===== src/rtl/gtp_tx_framer_if.sv =====
// Payload stream into the GTP transmit framer: 16-bit words with valid/last
// from the source and ready back from the framer.
interface gtp_tx_framer_if;
  logic [15:0] s_data;
  logic        s_valid;
  logic        s_last;
  logic        s_ready;

  modport master (output s_data, output s_valid, output s_last, input s_ready);
  modport slave  (input s_data, input s_valid, input s_last, output s_ready);
endinterface


===== src/rtl/gtp_tx_framer.sv =====
// GTP lane transmit framer: K28.5 idles between SOF/payload/checksum/EOF frames.
// Optional macro GTPTX_LENGTH_WORD_EN buffers each packet and inserts a length word after SOF.
module gtp_tx_framer #(
  parameter int MAXLEN   = 1024,
  parameter int IDLE_MIN = 4
) (
  input  logic                  clk,
  input  logic                  rst,
  input  logic                  enable,
  gtp_tx_framer_if.slave        in_if,
  output logic [15:0]           txdata,
  output logic [1:0]            txcharisk,
  output logic                  busy,
  output logic [15:0]           frame_cnt,
  output logic                  trunc_err
);

  localparam int CW = $clog2(MAXLEN + 1);
  localparam int GW = $clog2(IDLE_MIN + 1);

  localparam logic [15:0] K_IDLE = 16'hBCBC;
  localparam logic [15:0] K_SOF  = 16'hFBBC;
  localparam logic [15:0] K_EOF  = 16'hFDBC;

  localparam logic [3:0] ST_IDLE = 4'd0;
  localparam logic [3:0] ST_SOF  = 4'd1;
  localparam logic [3:0] ST_DATA = 4'd2;
  localparam logic [3:0] ST_CSUM = 4'd3;
  localparam logic [3:0] ST_EOF  = 4'd4;
  localparam logic [3:0] ST_GAP  = 4'd5;
  localparam logic [3:0] ST_DROP = 4'd6;
`ifdef GTPTX_LENGTH_WORD_EN
  localparam logic [3:0] ST_LOAD = 4'd7;
  localparam logic [3:0] ST_LEN  = 4'd8;
  localparam int AW = (MAXLEN > 1) ? $clog2(MAXLEN) : 1;
`endif

  // EOF/DROP exit plus the final IDLE cycle together put IDLE_MIN idles on the line.
  localparam logic [3:0]    ST_POST  = (IDLE_MIN > 1) ? ST_GAP : ST_IDLE;
  localparam logic [GW-1:0] GAP_LOAD = GW'((IDLE_MIN > 1) ? IDLE_MIN - 2 : 0);

  logic [3:0]    r_state;
  logic [15:0]   r_csum;
  logic [CW-1:0] r_cnt;
  logic [GW-1:0] r_gap;
  logic          r_trunc;
  logic          w_ready;
  logic          w_xfer;

`ifdef GTPTX_LENGTH_WORD_EN
  logic [15:0]   r_mem [MAXLEN];
  logic [CW-1:0] r_rd;

  assign w_ready = (r_state == ST_LOAD);

  always_ff @(posedge clk) begin
    if (r_state == ST_LOAD && w_xfer && r_cnt != CW'(MAXLEN))
      r_mem[r_cnt[AW-1:0]] <= in_if.s_data;
  end
`else
  assign w_ready = (r_state == ST_DATA) || (r_state == ST_DROP);
`endif

  assign in_if.s_ready = w_ready;
  assign w_xfer        = in_if.s_valid && w_ready;
  assign busy          = (r_state != ST_IDLE);

  always_ff @(posedge clk or posedge rst) begin
    if (rst) begin
      r_state   <= ST_IDLE;
      txdata    <= K_IDLE;
      txcharisk <= 2'b11;
      r_csum    <= '0;
      r_cnt     <= '0;
      r_gap     <= '0;
      r_trunc   <= 1'b0;
      frame_cnt <= '0;
      trunc_err <= 1'b0;
`ifdef GTPTX_LENGTH_WORD_EN
      r_rd      <= '0;
`endif
    end else begin
      txdata    <= K_IDLE;
      txcharisk <= 2'b11;
      trunc_err <= 1'b0;
      case (r_state)
        ST_IDLE: if (enable && in_if.s_valid) begin
`ifdef GTPTX_LENGTH_WORD_EN
          r_cnt   <= '0;
          r_trunc <= 1'b0;
          r_state <= ST_LOAD;
`else
          r_state <= ST_SOF;
`endif
        end
`ifdef GTPTX_LENGTH_WORD_EN
        ST_LOAD: if (w_xfer) begin
          // Words beyond MAXLEN are consumed but not stored.
          if (r_cnt != CW'(MAXLEN)) r_cnt <= r_cnt + 1'b1;
          else                      r_trunc <= 1'b1;
          if (in_if.s_last) r_state <= ST_SOF;
        end
        ST_SOF: begin
          txdata  <= K_SOF;
          r_rd    <= '0;
          r_state <= ST_LEN;
        end
        ST_LEN: begin
          txdata    <= 16'(r_cnt);
          txcharisk <= 2'b00;
          r_csum    <= 16'(r_cnt);
          r_state   <= ST_DATA;
        end
        ST_DATA: begin
          txdata    <= r_mem[r_rd[AW-1:0]];
          txcharisk <= 2'b00;
          r_csum    <= r_csum + r_mem[r_rd[AW-1:0]];
          r_rd      <= r_rd + 1'b1;
          if (r_rd == r_cnt - 1'b1) r_state <= ST_CSUM;
        end
`else
        ST_SOF: begin
          txdata  <= K_SOF;
          r_csum  <= '0;
          r_cnt   <= '0;
          r_state <= ST_DATA;
        end
        // Without a transfer the default IDLE word goes out as an in-frame fill.
        ST_DATA: if (w_xfer) begin
          txdata    <= in_if.s_data;
          txcharisk <= 2'b00;
          r_csum    <= r_csum + in_if.s_data;
          r_cnt     <= r_cnt + 1'b1;
          if (in_if.s_last) begin
            r_state <= ST_CSUM;
          end else if (r_cnt == CW'(MAXLEN - 1)) begin
            r_trunc <= 1'b1;
            r_state <= ST_CSUM;
          end
        end
`endif
        ST_CSUM: begin
          txdata    <= r_csum;
          txcharisk <= 2'b00;
          r_state   <= ST_EOF;
        end
        ST_EOF: begin
          txdata    <= K_EOF;
          frame_cnt <= frame_cnt + 16'd1;
          r_gap     <= GAP_LOAD;
          r_state   <= ST_POST;
          if (r_trunc) begin
            trunc_err <= 1'b1;
            r_trunc   <= 1'b0;
`ifndef GTPTX_LENGTH_WORD_EN
            r_state   <= ST_DROP;
`endif
          end
        end
        ST_DROP: if (w_xfer && in_if.s_last) begin
          r_gap   <= GAP_LOAD;
          r_state <= ST_POST;
        end
        ST_GAP: begin
          if (r_gap == '0) r_state <= ST_IDLE;
          else             r_gap   <= r_gap - 1'b1;
        end
        default: r_state <= ST_IDLE;
      endcase
    end
  end

endmodule


===== src/flat_wrapper.sv =====
// flat-port wrapper written by rule: the top's interface ports become plain ports
module gtp_tx_framer_flat 
#(
  parameter int MAXLEN   = 1024,
  parameter int IDLE_MIN = 4
)
  (clk, rst, enable, txdata, txcharisk, busy, frame_cnt, trunc_err, in_if_s_data, in_if_s_valid, in_if_s_last, in_if_s_ready);
  gtp_tx_framer_if in_if_i ();
  input  logic clk;
  input  logic rst;
  input  logic enable;
  output logic [15:0] txdata;
  output logic [1:0] txcharisk;
  output logic busy;
  output logic [15:0] frame_cnt;
  output logic trunc_err;
  input wire logic [$bits(in_if_i.s_data)-1:0] in_if_s_data;
  input wire logic [$bits(in_if_i.s_valid)-1:0] in_if_s_valid;
  input wire logic [$bits(in_if_i.s_last)-1:0] in_if_s_last;
  output wire logic [$bits(in_if_i.s_ready)-1:0] in_if_s_ready;
  assign in_if_i.s_data = in_if_s_data;
  assign in_if_i.s_valid = in_if_s_valid;
  assign in_if_i.s_last = in_if_s_last;
  assign in_if_s_ready = in_if_i.s_ready;
  gtp_tx_framer #(.MAXLEN(MAXLEN), .IDLE_MIN(IDLE_MIN)) u_core (.clk(clk), .rst(rst), .enable(enable), .in_if(in_if_i), .txdata(txdata), .txcharisk(txcharisk), .busy(busy), .frame_cnt(frame_cnt), .trunc_err(trunc_err));
endmodule

===== config.mk =====
export PLATFORM = sky130hd
export DESIGN_NAME = gtp_tx_framer_flat
export DESIGN_NICKNAME = d
export VERILOG_FILES = /design/src/rtl/gtp_tx_framer_if.sv /design/src/rtl/gtp_tx_framer.sv /design/src/flat_wrapper.sv
export SDC_FILE = /design/constraint.sdc
export NUM_CORES = 1
export LEC_CHECK = 0
export ABC_AREA = 1
export CAP_MARGIN = 20
export CORE_MARGIN = 5
export CORE_UTILIZATION = 55
export DETAILED_ROUTE_END_ITERATION = 10
export PLACE_DENSITY = 0.87
export SYNTH_ARGS = -nofsm -noshare
export SYNTH_HDL_FRONTEND = slang
export SYNTH_SLANG_ARGS = --single-unit

===== constraint.sdc =====
create_clock -name clk -period 2.6 [get_ports clk]
set_input_delay 0.39 -clock clk [delete_from_list [all_inputs] [get_ports clk]]
set_output_delay 0.39 -clock clk [all_outputs]
set_load 0.005 [all_outputs]

==> results.md, run 1 <==
- The largest net degree at the start of global routing is 69.
- The worst setup path is captured at a primary output.
- The overall global routing resource usage is 0.234.
- The later pin in the worst-skew pair is clocked with a latency of 0.36 ns.
- 58 I/O pins were placed.
- The synthesized-area fraction occupied by adder cells is 0.0633.
- The count of cell types in the netlist is 33.
- The die covers 9230 sq um.
- The worst-case headroom to the max-slew limit is 0.663.
- The H-tree depth reported by CTS is 3.
- Prior to clock tree synthesis, the placed netlist has a worst setup slack of 0.316 ns.
- Derived from the worst setup path, the maximum achievable clock frequency is 457 MHz.
- The number of antenna violations at the first check in global routing is 0.
- The final max-slew violation count is 0.
- Data arrives at the worst endpoint at 1.80 ns.
- In the final layout, flip-flops and latches occupy 1720 sq um.
- The overall routed net length is 10200 um.
- TritonCTS built the clock tree.
- In this run, post-CTS repair resized a total of 0 instances.
- When the netlist entered floorplanning its net count stood at 576.
- The effective utilization at floorplan is 0.565.
- The via-per-instance ratio is 5.43.
- Setup violations remaining at the end of the flow were counted as 0.
- The via count of the first global-routing pass is 3866.
- The leakage power summed over all cells is 2.49 nW.
- The number of antenna cells inserted is 0.
- Fill cells in the final layout number 576.
- The first global-routing pass estimated 16900 um of wire.
- Setup slack on the critical path of the routed design comes to 0.410 ns.
- The post-CTS repair timing setup buffer count is 0.
- The total count of hold-check failures in the final report came to 0.
- The worst-case clock buffer depth is 2.
- The run finished with clean final reports.
- After routing, the total negative slack on setup checks comes to 0 ns.
- The count of TritonRoute iterations in the first routing pass is 5.
- The synthesized-area fraction occupied by and/or/nand/nor cells is 0.307.
- By area, the combinational part of the netlist is dominated by simple AND/OR/NAND/NOR gates.
- The total of hold buffers inserted after clock tree synthesis is 0.
- The die span in y is 96.1 um.
- The clock skew is 0.00972 ns.
- The detailed router's first-iteration violation count is 257.
- STA classifies the critical path startpoint as a flip-flop.
- The multi-input gate area in the final layout is 2000 sq um.
- The layout-stage area growth over the synthesis result is 21.8%.
- The cell at the root of the clock tree is clkbuf_8.
- The library cell used most frequently in the layout, excluding fill and tap cells, is nand2_1.
- For the pin with the worst max-slew slack, the measured transition is 0.505 ns.
- The clock input transition at the sequential cells of the worst setup and hold paths is 0.08 ns.
- Power spread over the standard cell area amounts to 951 nW/um^2.
- The detail-routed net length per standard cell is 14.5 um.
- In this run the horizontal extent of the chip is 96.1 um.
- STA puts the critical path data required time at 2.21 ns.
- The maximum fanout count along the critical path is 7.
- Setup repair after global routing left no endpoint under its margin.
- The routed layout has 3809 vias.
- The clock sink total is 68.
- The area of the mapped netlist is 4070 sq um.
- The number of cell rows is 31.
- The category of the most critical setup path is flip-flop to primary output.
- Detailed placement finished with a half-perimeter wire length of 7140 um.
- The sequential cell area fraction in the yosys report is 0.421.
- The net count of the finished layout is 638.
- The synthesized-area fraction occupied by ao, oa, aoi and oai cells is 0.0829.
- The share of synthesized area in the top cell type comes to 0.350.
- The cell accounting for the most synthesized area is dfrtp_1.
- Of the cells placed in the final design, the portion with a size suffix greater than 1 is 0.0930.
- Synthesis produced a netlist whose cell count is 535.
- The area of the core is 7210 sq um.
- Input and output buffers added on the ports amount to 57.
- In the layout the commonest cells are nand2_1 (162), inv_1 (72), clkdlybuf4s50_1 (57), dfrtp_1 (57), nand3_1 (42).
- After synthesis, the mean cell area works out to 7.61 sq um.
- The utilization after layout is 0.687.
- The final weighted congestion in routability-driven placement is 0.923.
- The mux cell area share after synthesis is 0.
- The count of yosys warnings during synthesis is 0.
- The flop and latch count out of synthesis is 68.
- The number of buffers added by the clock tree synthesis step is 9.
- The min-delay analysis places its worst path in the category input port to async pin.
- The clock period could shrink to 2.19 ns.
- Of the total synthesized cell area, the portion taken by XOR and XNOR cells is 0.0387.
- The DRC violation count after routing is 0.
- By area the synthesized netlist is led by dfrtp_1 (35%), nand2_1 (15%), dfstp_2 (7.1%).
- After global routing the overflow that remains totals 0.
- The number of routed nets with antenna violations is 0.
- The max-cap check violation count is 0.
- The portion of the clock cycle consumed by the worst path in the final layout is 0.842.
- The maximum resistive drop on vdd is 0.000444 V.
where the power goes:
part           internal, mW  leakage, nW  switching, mW
Sequential             1.41        0.878          0.214
Clock                 0.546        0.110          0.456
Combinational         0.840         1.50           1.25
Total                  2.80         2.49           1.92
worst paths after layout:
| kind | startpoint | end | slack (ns) | cells after the start |
|---|---|---|---|---|
| max in group asynchronous | rst | u_core.txdata[5] | 1.84 | 3 |
| worst min register to register | u_core.frame_cnt[15] | u_core.frame_cnt[15] | 0.48 | 1 |
| min in group clk | u_core.frame_cnt[15] | u_core.frame_cnt[15] | 0.48 | 1 |
| worst min-delay path | rst | u_core.frame_cnt[13] | 0.41 | 3 |
| worst max register to register | u_core.r_state[2] | u_core.txdata[3] | 0.79 | 5 |
| worst max-delay path | u_core.r_state[2] | busy | 0.41 | 3 |
flip-flops by register name (all words and copies together), names as in the netlist:
| signal | flops |
|---|---|
| u_core.frame_cnt | 16 |
| u_core.r_cnt | 11 |
| u_core.r_csum | 16 |
| u_core.r_gap | 3 |
| u_core.r_state | 3 |
| u_core.r_trunc | 1 |
| u_core.trunc_err | 1 |
| u_core.txcharisk | 1 |
| u_core.txdata | 16 |
worst max-delay path, stage by stage (launching register included):
cell and delay [ns]:
dfrtp_1 0.56, inv_1 0.22, nand2_1 0.15, clkdlybuf4s50_1 0.51
area by class of cell:
type,instances,area share
Multi-Input combinational cell,381,0.404
Tap cell,99,0.0250
Clock buffer,9,0.0250
Inverter,77,0.0583
Timing Repair Buffer,60,0.122
Sequential cell,68,0.346
Clock inverter,7,0.0199
layer usage:
metal  up-vias  routed length, um  global-route usage
li1       1830                  -                   -
met1      1794               4070               0.277
met2       157               5140               0.412
met3        28                787              0.0469
met4         0                200              0.0983
met5         -                  0                   0
cells in the mapped netlist, drive strengths merged:
cell     instances
nand2          171
fa               1
nand3b           3
a31oi            2
o21bai           1
o31ai            2
o2111ai          1
dfstp           11
a21oi           19
a211oi           1
nand4            8
nor3b            1
inv             77
o21ai           34
nand3           42
o22ai            2
or2              1
xor2             9
nor3            12
dfrtp           57
ha              19
buf              9
xnor2            9
nor2            43
kinds of logic (layout without fill, tap and decap cells):
| group | after synthesis | after routing |
|---|---|---|
| AND/OR/NAND/NOR | 281 | 281 |
| buffers and inverters | 86 | 153 |
| XOR/XNOR | 18 | 18 |
| AO/OA/AOI/OAI | 62 | 62 |
| adder cells (fa/ha/maj) | 20 | 20 |
| flip-flops | 68 | 68 |
metrics by stage:
| step | cells | cell area (sq um) | hold WS, ns | power, mW |
|---|---|---|---|---|
| finish | 701 | 4960 | 0.408 | 4.72 |
| global route | 701 | 4960 | 0.451 | 5.04 |
| CTS | 701 | 4960 | 0.436 | 4.69 |
| detailed placement | 685 | 4740 | 0.468 | 3.68 |
| global placement | 685 | 4740 | 0.457 | 3.59 |
| floorplan | 535 | 4070 | 0.464 | 2.93 |
Note: power is estimated with default switching activity, not from simulation.
==> inputs of run 2 (changes only) <==
CORE_UTILIZATION = 50   (was 55)
PLACE_DENSITY = 0.84   (was 0.87)
clock period = 2 ns   (was 2.6 ns; I/O delays follow)
==> run 2 against run 1 <==
Compared with the run above: worst hold slack got worse by 0.11 ns; combinational power rose by 33%; total power rose by 30%; sequential power rose by 30%; die area rose by 8.9%; via count rose by 0.81%; utilization fell by 6.2 points; largest cell class unchanged; highest routed layer unchanged.
==> results.md, run 2 (synthesized netlist as in run 1, its figures left out) <==
- The max-cap check violation count is 0 (unchanged).
- In the finished design, the share of the clock period the worst path needs comes to 0.965.
- The data arrival at the endpoint of the critical path is 1.63 ns (was 1.80 ns).
- The number of buffers added by the clock tree synthesis step was 9 (unchanged).
- The overall global routing resource usage is 0.209 (was 0.234).
- The multi-input gate area in the final layout is 2000 sq um (unchanged).
- The setup slack after layout came to 0.0704 ns (was 0.410 ns).
- The overall routed net length came to 10100 um (was 10200 um).
- The vias after detailed routing is 3840 (was 3809).
- The cell with the largest stage delay on the worst path is dfrtp_1 (unchanged).
- The clock skew is 0.00918 ns (was 0.00972 ns).
- The die span in y is 100 um (was 96.1 um).
- The count of TritonRoute iterations in the first routing pass is 5 (unchanged).
- Cell chain of the critical path: nand2_2 -> inv_1 -> clkdlybuf4s50_1 (was inv_1 -> nand2_1 -> clkdlybuf4s50_1).
- The required time of the worst setup path is 1.70 ns (was 2.21 ns).
- The largest net degree at the start of global routing is 29 (was 69).
- The worst-skew pair later-pin latency is 0.35 ns (was 0.36 ns).
- The H-tree depth reported by CTS was 3 (unchanged).
- The die outline area is 10100 sq um (was 9230 sq um).
- The via-per-instance ratio came to 5.36 (was 5.43).
- The number of nets at the end of the flow is 648 (was 638).
- Counting I/O delays and the setup requirement, the final critical path takes 1.93 ns.
- The clock sink total is 68 (unchanged).
- The count of port buffers added during placement is 57 (unchanged).
- The leading cell type in the layout, fill and taps excluded was nand2_1 (unchanged).
- The via count of the first global-routing pass was 3628 (was 3866).
- The total count of hold-check failures in the final report is 0 (unchanged).
- The path length in cells of the critical path is 3 (unchanged).
- The category of the most critical setup path is flip-flop to primary output (unchanged).
- The clock input transition at the sequential cells of the worst setup and hold paths is 0.08 ns (about the same).
- Static timing analysis puts the maximum clock frequency at 518 MHz.
- The number of antenna violations at the first check in global routing is 0 (unchanged).
- The area of the core is 8090 sq um (was 7210 sq um).
- Registers with the highest flip-flop counts: u_core.frame_cnt: 16 flops, u_core.r_csum: 16 flops, u_core.txdata: 16 flops (unchanged).
- The buffering stage count on the worst path with inverters included is 2 (unchanged).
- Run status: completed (unchanged).
- The maximum resistive drop on vdd is 0.000508 V (was 0.000444 V).
- The half-perimeter wire length of the detailed placement result is 7500 um (was 7140 um).
- The leakage power summed over all cells is 2.55 nW (was 2.49 nW).
- The sequential cell area is 1720 sq um (unchanged).
- The number of cell rows is 33 (was 31).
- The TritonCTS clock tree is yes (unchanged).
- The worst-case clock buffer depth is 2 (unchanged).
- The area of placed instances is 4840 sq um (was 4740 sq um).
- The filler cell count in the final layout is 703 (was 576).
- The wire length of the first global-routing pass is 16800 um (was 16900 um).
- The measured slew at the worst slew-check pin came to 0.462 ns (was 0.505 ns).
- The number of routed nets with antenna violations is 0 (unchanged).
- The final design instance area without fill is 5060 sq um (was 4960 sq um).
- The worst min-delay path class is input port to async pin (unchanged).
- The utilization after layout is 0.625 (was 0.687).
- The number of antenna cells inserted is 0 (unchanged).
- The depth of the worst register-to-register path is 11 (was 5).
- The die width is 100 um (was 96.1 um).
- The endpoint kind of the worst setup timing path was a primary output (unchanged).
- Leading cell types in the layout, fill and taps excluded: nand2_1 (162), inv_1 (71), clkdlybuf4s50_1 (57), dfrtp_1 (57), nand3_1 (42) (was nand2_1 (162), inv_1 (72), clkdlybuf4s50_1 (57), dfrtp_1 (57), nand3_1 (42)).
- The total power per unit cell area came to 1210 nW/um^2 (was 951 nW/um^2).
- The cell family with the largest share of critical-path delay is buffers and inverters (unchanged).
- The total global routing overflow is 0 (unchanged).
- The detailed router's first-iteration violation count is 232 (was 257).
- The cell at the root of the clock tree is clkbuf_8 (unchanged).
- The effective utilization at floorplan came to 0.503 (was 0.565).
- The setup slack at placement is -0.163 ns (was 0.316 ns).
- The detail-routed net length per standard cell is 14.1 um (was 14.5 um).
- The final setup violation count is 0 (unchanged).
- The I/O pin count is 58 (unchanged).
- The maximum fanout count along the critical path is 7 (unchanged).
- RSZ-0062 raised after global routing: no (unchanged).
- The maximum cell stage delay along the critical path is 0.52 ns (was 0.56 ns).
- The total of hold buffers inserted after clock tree synthesis is 0 (unchanged).
- The fraction of final layout cells with drive strength greater than 1 was 0.109 (was 0.0930).
- The post-CTS repair timing setup buffer count was 0 (unchanged).
- The final weighted congestion in routability-driven placement is 0.937 (was 0.923).
- The worst-case headroom to the max-slew limit is 0.692 (was 0.663).
- The count of cells resized by post-cts repair is 0 (unchanged).
- The layout-stage area growth over the synthesis result is 24.2% (was 21.8%).
- The DRC violation count after routing is 0 (unchanged).
- The category of the worst setup path launch point is a flip-flop (unchanged).
- The final max-slew violation count is 0 (unchanged).
[run 2: path summary, 6_finish.rpt]
kind                       slack (ns)            startpoint                    to
setup / recovery                 0.07     u_core.r_state[1]         in_if_s_ready
hold / removal                   0.30                   rst     u_core.r_csum[11]
setup reg to reg                 0.26      u_core.r_csum[0]     u_core.r_csum[12]
hold reg to reg                  0.47  u_core.frame_cnt[15]  u_core.frame_cnt[15]
max in group asynchronous        1.12                   rst   u_core.txcharisk[0]
min in group clk                 0.47  u_core.frame_cnt[15]  u_core.frame_cnt[15]
[run 2: worst reg2reg max path, cell delays in order (launching register included)]
cell and delay [ns]:
dfrtp_1 0.35, ha_1 0.16, inv_1 0.05, fa_1 0.38
inv_1 0.10, nand3_1 0.07, nand3_1 0.13, nand3_1 0.14
nand3_1 0.10, nand2_1 0.05, nand3_1 0.06, nand2_1 0.05
[run 2: final cells by class]
cell class	instances	share of cell area
Multi-Input combinational cell	381	0.396
Sequential cell	68	0.339
Timing Repair Buffer	70	0.139
Inverter	77	0.0571
Tap cell	105	0.0260
Clock buffer	9	0.0245
Clock inverter	7	0.0181
[run 2: stage by stage]
stage               std cells  hold slack (ns)  power [mW]  TNS [ns]
finish                    717            0.302        6.13         0
global route              717            0.334        6.58         0
CTS                       717            0.310        6.14         0
detailed placement        701            0.461        4.88    -0.670
global placement          701            0.455        4.76    -0.416
floorplan                 535            0.374        3.81         0
[run 2: metal layers]
layer	part of all wire	track usage	up-vias
met3	0.060	0.0334	19
li1	-	-	1846
met4	0.017	0.0736	0
met2	0.52	0.382	145
met1	0.40	0.248	1830
met5	0	0	-
[run 2: power by group]
group          leakage (nW)  internal [mW]  switching (mW)  total (mW)
Sequential            0.878           1.83           0.265        2.10
Combinational          1.56           1.16            1.63        2.79
Clock                 0.109          0.697           0.548        1.24
Total                  2.55           3.69            2.44        6.13
==> inputs of run 3 (changes only) <==
CORE_UTILIZATION = 55   (was 50)
PLACE_DENSITY = 0.87   (was 0.84)
clock period = 1.81 ns   (was 2 ns; I/O delays follow)
==> run 3 against run 2 <==
Compared with the run above: critical path depth rose by 3; worst setup slack improved by 0.044 ns; via count fell by 0.65%; clock skew barely moved; final cell count rose by 0.42%; utilization rose by 8.8 points; non-clock buffer count rose by 9.
==> results.md, run 3 (synthesized netlist as in run 1, its figures left out) <==
- Run status: completed (unchanged).
- The share of power burned in the clock network was 0.205 (was 0.203).
- The number of cells after detailed placement came to 701 (unchanged).
- The count of port buffers added during placement is 57 (unchanged).
- The number of antenna cells inserted was 0 (unchanged).
- The worst-case headroom to the max-slew limit is 0.647 (was 0.692).
- The overall global routing resource usage is 0.239 (was 0.209).
- The clock skew was 0.00940 ns (was 0.00918 ns).
- The die width is 96.1 um (was 100 um).
- The I/O pin count came to 58 (unchanged).
- The overall routed net length is 10200 um (was 10100 um).
- The leading cell type in the layout, fill and taps excluded is nand2_1 (unchanged).
- The detail-routed net length per standard cell is 14.1 um (about the same).
- The measured slew at the worst slew-check pin was 0.529 ns (was 0.462 ns).
- The leakage power summed over all cells is 2.60 nW (was 2.55 nW).
- The area of the core is 7210 sq um (was 8090 sq um).
- The number of routed nets with antenna violations came to 0 (unchanged).
- The total of hold buffers inserted after clock tree synthesis was 0 (unchanged).
- The proportion of power drawn by flip-flops and latches is 0.331 (was 0.342).
- The endpoint kind of the worst setup timing path is a flip-flop (was primary output).
- The H-tree depth reported by CTS came to 3 (unchanged).
- The final weighted congestion in routability-driven placement is 0.899 (was 0.937).
- The die outline area came to 9230 sq um (was 10100 sq um).
- The final max-slew violation count is 0 (unchanged).
- The wire length on met1 was 4230 um (was 4060 um).
- The number of buffers added by the clock tree synthesis step is 9 (unchanged).
- The switching portion of total power is 0.400 (was 0.398).
- The via count of the first global-routing pass is 3766 (was 3628).
- Leading cell types in the layout, fill and taps excluded: nand2_1 (162), inv_1 (69), clkdlybuf4s50_1 (55) (was nand2_1 (162), inv_1 (71), clkdlybuf4s50_1 (57), dfrtp_1 (57), nand3_1 (42)).
- The half-perimeter wire length of the detailed placement result came to 7230 um (was 7500 um).
- The logic gate share of total power is 0.463 (was 0.455).
- The fraction of final layout cells with drive strength greater than 1 is 0.137 (was 0.109).
- The maximum fanout count along the critical path is 4 (was 7).
- The largest net degree at the start of global routing is 69 (was 29).
- The multi-input gate area in the final layout came to 2040 sq um (was 2000 sq um).
- The topmost layer with routed signal wires is met4 (unchanged).
- The layout-stage area growth over the synthesis result was 26.4% (was 24.2%).
- The number of nets at the end of the flow is 657 (was 648).
- The required time of the worst setup path is 2.05 ns (was 1.70 ns).
- The clock sink total is 68 (unchanged).
- The total global routing overflow is 0 (unchanged).
- The switching power of the nets is 2.80 mW (was 2.44 mW).
- Registers with the highest flip-flop counts: u_core.frame_cnt: 16 flops, u_core.r_csum: 16 flops, u_core.txdata: 16 flops (unchanged).
- The data arrival at the endpoint of the critical path was 1.94 ns (was 1.63 ns).
- The routed design could run at a clock period as short as 1.70 ns.
- The sequential cell area was 1720 sq um (about the same).
- The final setup violation count was 0 (unchanged).
- The total count of hold-check failures in the final report is 0 (unchanged).
- The category of the most critical setup path is flip-flop to flip-flop (was flip-flop to primary output).
- The number of cell rows was 31 (was 33).
- The maximum resistive drop on vdd came to 0.000949 V (was 0.000508 V).
- The count of TritonRoute iterations in the first routing pass was 6 (was 5).
- The clock input transition at the sequential cells of the worst setup and hold paths is 0.08 ns (about the same).
- The vias after detailed routing is 3815 (was 3840).
- The detailed router's first-iteration violation count is 270 (was 232).
- The wire length on met2 is 5060 um (was 5300 um).
- The filler cell count in the final layout came to 535 (was 703).
- The worst-skew pair later-pin latency is 0.36 ns (was 0.35 ns).
- The effective utilization at floorplan came to 0.565 (was 0.503).
- The max-cap check violation count is 0 (unchanged).
- The via-per-instance ratio came to 5.30 (was 5.36).
- The die span in y is 96.1 um (was 100 um).
- The highest clock frequency the design can meet is 590 MHz.
- Of the available clock period, the critical path in the final layout requires 0.937.
- The area of placed instances was 4860 sq um (was 4840 sq um).
- The worst-case clock buffer depth was 2 (unchanged).
- The TritonCTS clock tree is yes (unchanged).
- The category of the worst setup path launch point is a flip-flop (unchanged).
- The worst min-delay path class is input port to async pin (unchanged).
- The final design instance area without fill is 5150 sq um (was 5060 sq um).
- The met3 wirelength from detailed routing is 670 um (was 606 um).
- The cell at the root of the clock tree is clkbuf_8 (unchanged).
- The wire length of the first global-routing pass came to 17100 um (was 16800 um).
- The total power per unit cell area is 1360 nW/um^2 (was 1210 nW/um^2).
- The design internal power came to 4.20 mW (was 3.69 mW).
- The post-route setup TNS is 0 ns (unchanged).
- The number of antenna violations at the first check in global routing is 0 (unchanged).
- The final standard cell count with taps included and fillers excluded came to 720 (was 717).
- The DRC violation count after routing is 0 (unchanged).
-- run 3: cell types whose count changed in the layout (fill, tap and decap cells not counted), moves of 2 or more --
cell,before,now
nand3_2,0,2
nor2_4,5,7
clkdlybuf4s50_1,57,55
dfrtp_2,0,3
dfrtp_1,57,54
inv_1,71,69
nor2_2,4,2
clkinv_2,3,1
buf_4,10,21
buf_12,3,1
nand3_1,42,40
-- run 3: final timing paths --
path | start | endpoint | slack [ns] | cells after the start
worst max register to register | u_core.r_csum[2] | u_core.r_csum[5] | 0.11 | 6
worst min-delay path | rst | u_core.frame_cnt[6] | 0.36 | 3
worst max-delay path | u_core.r_csum[2] | u_core.r_csum[5] | 0.11 | 6
worst min register to register | u_core.frame_cnt[15] | u_core.frame_cnt[15] | 0.46 | 1
min in group clk | u_core.frame_cnt[15] | u_core.frame_cnt[15] | 0.46 | 1
max in group asynchronous | rst | u_core.txdata[2] | 1.14 | 3
-- run 3: layout make-up --
class,instances,area share
repair buffers,79,0.146
well taps,99,0.0241
flip-flops and latches,68,0.334
clock inverters,7,0.0192
inverters,77,0.0569
multi-input cells,381,0.396
clock buffers,9,0.0241
-- run 3: routing by layer --
metal | track usage | vias to the layer above
li1 | - | 1869
met1 | 0.300 | 1774
met2 | 0.406 | 151
met3 | 0.0360 | 21
met4 | 0.107 | 0
met5 | 0 | -
-- run 3: power groups by stage --
stage	Clock (mW)	Sequential, mW	Combinational (mW)
after floorplan	0	2.30	1.92
after global placement	0	2.33	3.00
after detailed placement	0	2.35	3.09
after CTS	1.45	2.32	3.16
after global routing	1.52	2.37	3.60
final	1.44	2.32	3.24
-- run 3: what timing repair did --
item	CTS	global route
endpoints found under the hold margin	0	0
resized for setup	6	8
endpoints found under the setup margin	2	10
pin swaps	0	0
setup buffers	2	1
-- run 3: through the flow --
step / power (mW) / hold WS, ns / utilization / setup WS, ns
2_1_floorplan: 4.21 / 0.346 / - / 0.247
3_3_place_gp: 5.32 / 0.457 / 0.674 / -0.285
3_5_place_dp: 5.43 / 0.462 / 0.674 / -0.351
4_1_cts: 6.92 / 0.368 / 0.708 / 0.0161
5_1_grt: 7.50 / 0.401 / 0.713 / -0.00350
6_report: 7.00 / 0.355 / 0.713 / 0.114
-- run 3: worst max-delay path: stages (launching register included) --
cell and delay, ns:
dfrtp_1 0.41, ha_1 0.30, or2_2 0.31, nand3_1 0.10, nand2_1 0.13, o21ai_0 0.25
nand2_1 0.09
